File: src/rtl/ftq_commit_queue.sv
// Fetch target queue: holds BPU-predicted fetch blocks, hands them to the IFU
// in order, retires them on backend commit and produces BPU training updates.
module ftq_commit_queue #(
    parameter int unsigned FTQ_SIZE     = 8,
    parameter int unsigned COMMIT_WIDTH = 2,
    parameter int unsigned ADDR_WIDTH   = 32
) (
    input  logic                                      clk,
    input  logic                                      rst_n,
    // BPU enqueue
    input  logic                                      bpu_valid_i,
    output logic                                      bpu_ready_o,
    input  logic [ADDR_WIDTH-1:0]                     bpu_start_pc_i,
    input  logic [2:0]                                bpu_length_i,
    input  logic                                      bpu_taken_i,
    input  logic [ADDR_WIDTH-1:0]                     bpu_target_i,
    // IFU read
    output logic                                      ifu_valid_o,
    input  logic                                      ifu_ready_i,
    output logic [ADDR_WIDTH-1:0]                     ifu_start_pc_o,
    output logic [2:0]                                ifu_length_o,
    output logic [$clog2(FTQ_SIZE)-1:0]               ifu_ftq_id_o,
    // Backend commit / flush
    input  logic [COMMIT_WIDTH-1:0]                   backend_commit_block_i,
    input  logic                                      backend_flush_i,
    input  logic [$clog2(FTQ_SIZE)-1:0]               backend_flush_ftq_id_i,
    // BPU training
    output logic [COMMIT_WIDTH-1:0]                   bpu_update_valid_o,
    output logic [COMMIT_WIDTH-1:0][ADDR_WIDTH-1:0]   bpu_update_pc_o,
    output logic [COMMIT_WIDTH-1:0]                   bpu_update_taken_o,
    output logic                                      flush_mismatch_o
);

    localparam int unsigned PW = $clog2(FTQ_SIZE);
    // Counters must represent FTQ_SIZE itself, hence one extra bit.
    localparam int unsigned CW = PW + 1;

    typedef struct packed {
        logic [ADDR_WIDTH-1:0] start_pc;
        logic [2:0]            length;
        logic                  taken;
        logic [ADDR_WIDTH-1:0] target;
    } entry_t;

    entry_t        entries [FTQ_SIZE];

    logic [PW-1:0] comm_ptr, ifu_ptr, bpu_ptr;
    logic [PW-1:0] comm_ptr_next, ifu_ptr_next, bpu_ptr_next;
    logic [CW-1:0] count, count_next;
    logic [CW-1:0] unread, unread_next;
    logic          mismatch, mismatch_next;

    logic [COMMIT_WIDTH-1:0]                 upd_valid_next;
    logic [COMMIT_WIDTH-1:0][ADDR_WIDTH-1:0] upd_pc_next;
    logic [COMMIT_WIDTH-1:0]                 upd_taken_next;

    logic          enq, ifu_fire;
    logic [CW-1:0] n_commit;
    logic [CW:0]   count_sum;
    logic [PW-1:0] comm_adv, flush_tgt;

    assign bpu_ready_o    = (count != CW'(FTQ_SIZE));
    // The unread counter disambiguates the full-queue case where ifu_ptr == bpu_ptr.
    assign ifu_valid_o    = (unread != '0);
    assign ifu_start_pc_o = entries[ifu_ptr].start_pc;
    assign ifu_length_o   = entries[ifu_ptr].length;
    assign ifu_ftq_id_o   = ifu_ptr;

    assign enq      = bpu_valid_i && bpu_ready_o && !backend_flush_i;
    assign ifu_fire = ifu_valid_o && ifu_ready_i && !backend_flush_i;

    // Commit count, pointer/counter next state and flush handling.
    always_comb begin
        n_commit = '0;
        for (int k = 0; k < COMMIT_WIDTH; k++) begin
            n_commit = n_commit + CW'(backend_commit_block_i[k]);
        end

        comm_adv  = comm_ptr + PW'(n_commit);
        flush_tgt = backend_flush_ftq_id_i + PW'(1);

        // Over-commit is illegal; saturate instead of wrapping below zero.
        count_sum = {1'b0, count} + (CW + 1)'(enq);
        if (count_sum < {1'b0, n_commit}) begin
            count_next = '0;
        end else begin
            count_next = CW'(count_sum - {1'b0, n_commit});
        end

        unread_next   = unread + CW'(enq) - CW'(ifu_fire);
        comm_ptr_next = comm_adv;
        ifu_ptr_next  = ifu_ptr + PW'(ifu_fire);
        bpu_ptr_next  = bpu_ptr + PW'(enq);
        mismatch_next = mismatch;

        if (backend_flush_i) begin
            comm_ptr_next = flush_tgt;
            ifu_ptr_next  = flush_tgt;
            bpu_ptr_next  = flush_tgt;
            count_next    = '0;
            unread_next   = '0;
            if (comm_adv != flush_tgt) begin
                mismatch_next = 1'b1;
            end
        end
    end

    // Training data: set commit bits are packed in slot order from comm_ptr.
    always_comb begin
        logic [PW-1:0] idx;
        idx            = comm_ptr;
        upd_valid_next = backend_commit_block_i;
        upd_pc_next    = '0;
        upd_taken_next = '0;
        for (int k = 0; k < COMMIT_WIDTH; k++) begin
            if (backend_commit_block_i[k]) begin
                upd_pc_next[k]    = entries[idx].start_pc;
                upd_taken_next[k] = entries[idx].taken;
                idx               = idx + PW'(1);
            end
        end
    end

    // Control state and registered training outputs.
    always_ff @(posedge clk or negedge rst_n) begin
        if (!rst_n) begin
            comm_ptr           <= '0;
            ifu_ptr            <= '0;
            bpu_ptr            <= '0;
            count              <= '0;
            unread             <= '0;
            mismatch           <= 1'b0;
            bpu_update_valid_o <= '0;
            bpu_update_pc_o    <= '0;
            bpu_update_taken_o <= '0;
        end else begin
            comm_ptr           <= comm_ptr_next;
            ifu_ptr            <= ifu_ptr_next;
            bpu_ptr            <= bpu_ptr_next;
            count              <= count_next;
            unread             <= unread_next;
            mismatch           <= mismatch_next;
            bpu_update_valid_o <= upd_valid_next;
            bpu_update_pc_o    <= upd_pc_next;
            bpu_update_taken_o <= upd_taken_next;
        end
    end

    assign flush_mismatch_o = mismatch;

    // Entry storage; contents need no reset.
    always_ff @(posedge clk) begin
        if (enq) begin
            entries[bpu_ptr] <= '{start_pc: bpu_start_pc_i, length: bpu_length_i,
                                  taken: bpu_taken_i, target: bpu_target_i};
        end
    end

endmodule
File: config.mk
export PLATFORM = sky130hd
export DESIGN_NAME = ftq_commit_queue
export DESIGN_NICKNAME = d
export VERILOG_FILES = /design/src/rtl/ftq_commit_queue.sv
export SDC_FILE = /design/constraint.sdc
export NUM_CORES = 1
export LEC_CHECK = 0
export BUFFER_PORTS_ARGS = -buffer_cell sky130_fd_sc_hd__buf_2
export CAP_MARGIN = 20
export CORE_MARGIN = 3
export CORE_UTILIZATION = 54
export DETAILED_ROUTE_END_ITERATION = 6
export PLACE_DENSITY = 0.81
export SKIP_CTS_REPAIR_TIMING = 1
export SYNTH_ARGS = -nofsm -noshare
export SYNTH_HDL_FRONTEND = slang
export SYNTH_SLANG_ARGS = --single-unit
export TNS_END_PERCENT = 100
File: constraint.sdc
create_clock -name clk -period 3.48 [get_ports clk]
set_input_delay 0.348 -clock clk [delete_from_list [all_inputs] [get_ports clk]]
set_output_delay 0.348 -clock clk [all_outputs]
set_load 0.05 [all_outputs]
Yosys cells after proc, flatten, opt, wreduce, memory -nomap -nowiden
Memory sizes are Yosys's and may differ from the RTL's. Cells that the tools add are included.

Logic and storage cells: 44. Memory bits (writable): 544. Output and inout bits: 109. Bits of input ports: 78. Register bits: 86. Memories kept: 1.

Add/sub/neg operators: 10. Reduce and logical (&&, ||, !) cells: 7. Equal/unequal tests: 2. $lt $le $gt $ge: 1. Multiplexer cells: 13.

Memories: entries (words 8, bits a word 68, rd ports 3, clocked after memory_dff 0, wr ports 1, RTL line 45) `entry_t entries [FTQ_SIZE];`.

Operators with widths (number): $mux 32 (2); $mux 3 (4); $mux 4 (3); $add 3x1->3 (2); $add 3x1->3 const B (2); $add 4x1->5 (1); $lt 5x2->1 (1); $add 4x1->4 (1); $logic_and 1x1->1 (4); $mux 1 (4); $ne 4x4->1 const B (1); $reduce_bool 4->1 (1); $sub 4x1->4 (1); $sub 4x2->4 (1); $add 3x2->3 (1); $ne 3x3->1 (1); $add 1x1->2 (1); $reduce_and 2->1 (1); $logic_not 1->1 (1).

Longest topological paths before layout
Depth after elaboration: 7. Depth in mapped cells: 11. Depth with buffers taken out: 11.

Worst setup path before layout
Ideal clock, no wire load.

Kind: register -> register. Start: reg count[3]. End: mem entries[0][32] (netlist name), enable pin. Stages on the path, launching flop included: 5. Path buffers: 0. Data arrival time: 3742 ps. Period minus slack after synthesis: 4216 ps. Setup time: 474 ps. Data required time: 3006 ps. Path slack: -736 ps. Path through: dfrtp_1 or4b_1 and3b_1 nand2b_1 nor3_1.

Longest elaborated chain between the ends: 5.

Ends and longest elaborated chain: from (decl) (RTL line 49) `logic [CW-1:0] count, count_next;`; from (signal assigned) (RTL line 140) `count <= count_next;`; $ne 4x4->1 (RTL line 62) `assign bpu_ready_o = (count != CW'(FTQ_SIZE));`; named net bpu_ready_o (RTL line 12) `output logic bpu_ready_o,`; $logic_and 1x1->1 (2 in a row) (RTL line 69) `assign enq = bpu_valid_i && bpu_ready_o && !backend_flush_i;`; $mux 1 (RTL line 153) `if (enq) begin`; $mux 1 (implied by the code) (RTL line 154) `entries[bpu_ptr] <= '{start_pc: bpu_start_pc_i, length: bpu_length_i,`; to (decl) (RTL line 45).

The timed path passes the listed nets, and every way through them passes these cells.

Final worst setup path
Start: reg count[2]. End: reg count[3].

Longest elaborated chain between the ends: 7. Elaborated cells on any way between the ends: 8. Classes of those cells: 2 x add/sub; 1 x order compare; 1 x eq/ne; 2 x mux; 2 x reduce/logical.

Ends and longest elaborated chain: $ne 4x4->1 (RTL line 62); $logic_and 1x1->1 (2 in a row) (RTL line 69); $add 4x1->5 * (RTL line 83) `count_sum = {1'b0, count} + (CW + 1)'(enq);`; $sub 4x2->4 or $lt 5x2->1 (tied branches) (RTL line 87, 84); $mux 4 * (RTL line 84) `if (count_sum < {1'b0, n_commit}) begin`; $mux 4 * (RTL line 96) `if (backend_flush_i) begin`; named net count_next[3] (RTL line 49).

Mark *: on every way through the listed nets, which the timed path passes. The rest lies on a longest branch. A chain may end at the register's enable or synchronous reset.

==> results_dict.tcl <==
set metrics [dict create \
    outcome "completed" \
    async_flop_share 0.230 \
    clock_path_buffers 3 \
    maxCapViolCount 0 \
    hold_violations 0 \
    r2r-start "count[2]$_DFF_PN0_" \
    cp-end-kind "register" \
    finish.utilization 0.636 \
    finalWirelength_um 43400 \
    ys_top_cells_by_area "edfxtp_1, mux4_2, dfrtp_1" \
    ios 187 \
    cp.arrival_ps 3380 \
    dp_hpwl_um 25900 \
    clockPowerShare 0.286 \
    synth.most_common_cell "edfxtp_1" \
    cts_tree "built" \
    clock_skew_ps 13.6 \
    synth_warnings 0 \
    io_buffers 154 \
    start_kind "register" \
    required_ps 3870 \
    drive_above_1_share 0.449 \
    syn_area_um2 18300 \
    p_per_area_nw_per_um2 656 \
    setup_tns_ps 0 \
    yosys_register_bits 374 \
    cts_buffers 38 \
    critPathKind "reg2reg" \
    finalSetupViolCount 0 \
    htree_levels 2 \
    post-layout-total-power_mw 13.8 \
    clock-sinks 374 \
    cts_root_buf "clkbuf_16" \
    viasPerCell 6.42 \
    area_growth_pct 14.6 \
    p_sw_frac 0.337 \
    crit_top_cell "ha_1" \
    synth-edff-count 288 \
    synth_nets 1085 \
    slew_viol_final 0 \
    critPathMaxFanout 7 \
    crit_chain "or4b_1, and3b_1, ha_1, ha_1, ha_1, a21oi_1, a21oi_1, a2111oi_0" \
    drt_iter0_markers 1241 \
    fin_crit_sh 0.857 \
    p_int_mw 9.14 \
    p_sw_mw 4.64 \
    die_y_um 190 \
    grtUsageTotal 0.244 \
    coreArea_um2 33000 \
    slowest_delay_ps 550 \
    cp-startpoint "count[2]$_DFF_PN0_" \
    fmax_mhz 335 \
    synth.top_cell.area_share 0.472 \
    antenna_found_initial 7 \
    syn_area_per_cell_um2 18.6 \
    start_util 0.555 \
    dr.pass1.iters 6 \
    gp_congestion 0.773 \
    die_w_um 190 \
    die_area_um2 36200 \
    ant_nets 0 \
    crit_buf_inv 0 \
    final_nets 1246 \
    combPwrFrac 0.327 \
    slowest_stage "or4b_1" \
    crit_family "adder cells" \
    synthFlopType "edfxtp_1" \
    rows 66 \
    min-delay-start "backend_commit_block_i[1]" \
    grt_pass1_wl_um 65400 \
    relSlewSlack 0.271 \
    rsz0062_at_grt "no" \
    clk_pin_slew_ps 60 \
    vias 10422 \
    grt_max_degree 71 \
    hold_class "in2reg" \
    wire_per_inst_um 26.7 \
    leakagePower_nw 7.74 \
    yosysUniqueCellTypes 40 \
    grt_pass1_vias 10687 \
    syn_inst 987 \
    grt-ovfl-total 0 \
    ys_seq_area_frac 0.589 \
    synthTopCellsByCount "edfxtp_1, mux4_2, dfrtp_1" \
    fillerInstances 2209 \
    synth_area_leader_cell "edfxtp_1" \
    min_period_ps 2980 \
    drc 0 \
    worst_pin_slew_ps 1090 \
    insertion_delay_ps 530 \
    ir_drop_mv 0.397 \
    p_seq_frac 0.386 \
]
[power groups by stage]
stage | Clock (mW) | Sequential [mW] | Combinational, mW
3_3_place_gp | 0 | 5.39 | 4.46
4_1_cts | 4.00 | 5.32 | 4.53
5_1_grt | 4.18 | 5.35 | 4.79
3_5_place_dp | 0 | 5.41 | 4.51
2_1_floorplan | 0 | 5.97 | 2.90
6_report | 3.95 | 5.32 | 4.51
[state kept, by name, summed over array words and instances (netlist names)]
signal / flops
flush_mismatch_o: 1
bpu_update_pc_o: 64
bpu_update_taken_o: 2
entries: 288
bpu_update_valid_o: 2
ifu_ftq_id_o: 3
comm_ptr: 3
unread: 4
bpu_ptr: 3
count: 4
[kinds of logic (layout without fill, tap and decap cells)]
kind of cell	after synthesis	after routing	synth area share
buffers and inverters	155	346	0.0383
AOI/OAI and AO/OA	87	87	0.0425
and+or+nand+nor	69	69	0.0218
other	0	3	0
DFF	374	374	0.589
xor gates and xnor gates	12	12	0.00573
adders and majority gates	20	20	0.0149
muxes	270	270	0.288
[final timing paths]
kind	to	slack, ps	cells after the start
max	count[3]$_DFF_PN0_	500	8
min	bpu_update_valid_o[1]$_DFF_PN0_	30	1
max reg2reg	count[3]$_DFF_PN0_	500	8
min reg2reg	flush_mismatch_o$_DFFE_PN0P_	480	1
max in group asynchronous	bpu_update_valid_o[1]$_DFF_PN0_	2360	4
min in group asynchronous	bpu_update_pc_o[63]$_DFF_PN0_	250	2
[stage by stage]
stage | hold slack, ps | cell area [um2] | setup WS, ps | cells
after CTS | 14.4 | 21000 | 553 | 1618
after detailed placement | 485 | 19700 | 537 | 1548
after global routing | 32.7 | 21000 | 222 | 1621
final | 30.1 | 21000 | 496 | 1623
after global placement | 472 | 19700 | 598 | 1548
after floorplan | 52.4 | 18300 | 228 | 987
[cells in the final DEF (no fill, tap or decap), types with 3 or more instances in the layout]
master,n
edfxtp_1,288
mux4_2,202
buf_2,153
inv_1,82
dfrtp_1,80
clkbuf_16,39
nor2b_1,36
mux2_2,35
mux2i_1,33
buf_4,33
a22oi_1,23
o221ai_1,23
ha_1,16
a22oi_2,10
o221ai_2,10
clkinv_2,9
o21ai_0,8
nand2_1,6
xor2_1,6
xnor2_1,6
nor2_4,6
buf_12,6
nand2b_1,5
clkinv_1,5
clkbuf_1,5
nor2_1,4
dfrtp_4,4
diode_2,3
a21oi_1,3
o21a_1,3
fa_1,3
clkinv_4,3
[area by class of cell]
class | count | area [um2] | share of cell area
diodes | 3 | 7.51 | 0.000357
clock buffers | 46 | 1020 | 0.0487
clock inverters | 24 | 206 | 0.00983
flip-flops and latches | 374 | 10800 | 0.515
inverters | 82 | 308 | 0.0147
repair buffers | 194 | 1170 | 0.0557
well taps | 442 | 553 | 0.0263
multi-input cells | 458 | 6920 | 0.329
[metal layers]
metal,vias up,part of all wire,global-route usage
li1,4381,-,-
met3,89,0.090,0.0414
met5,-,0.00065,0
met2,519,0.50,0.404
met1,5427,0.38,0.343
met4,6,0.025,0.0632
No activity file was read; power rests on OpenSTA's default activity.
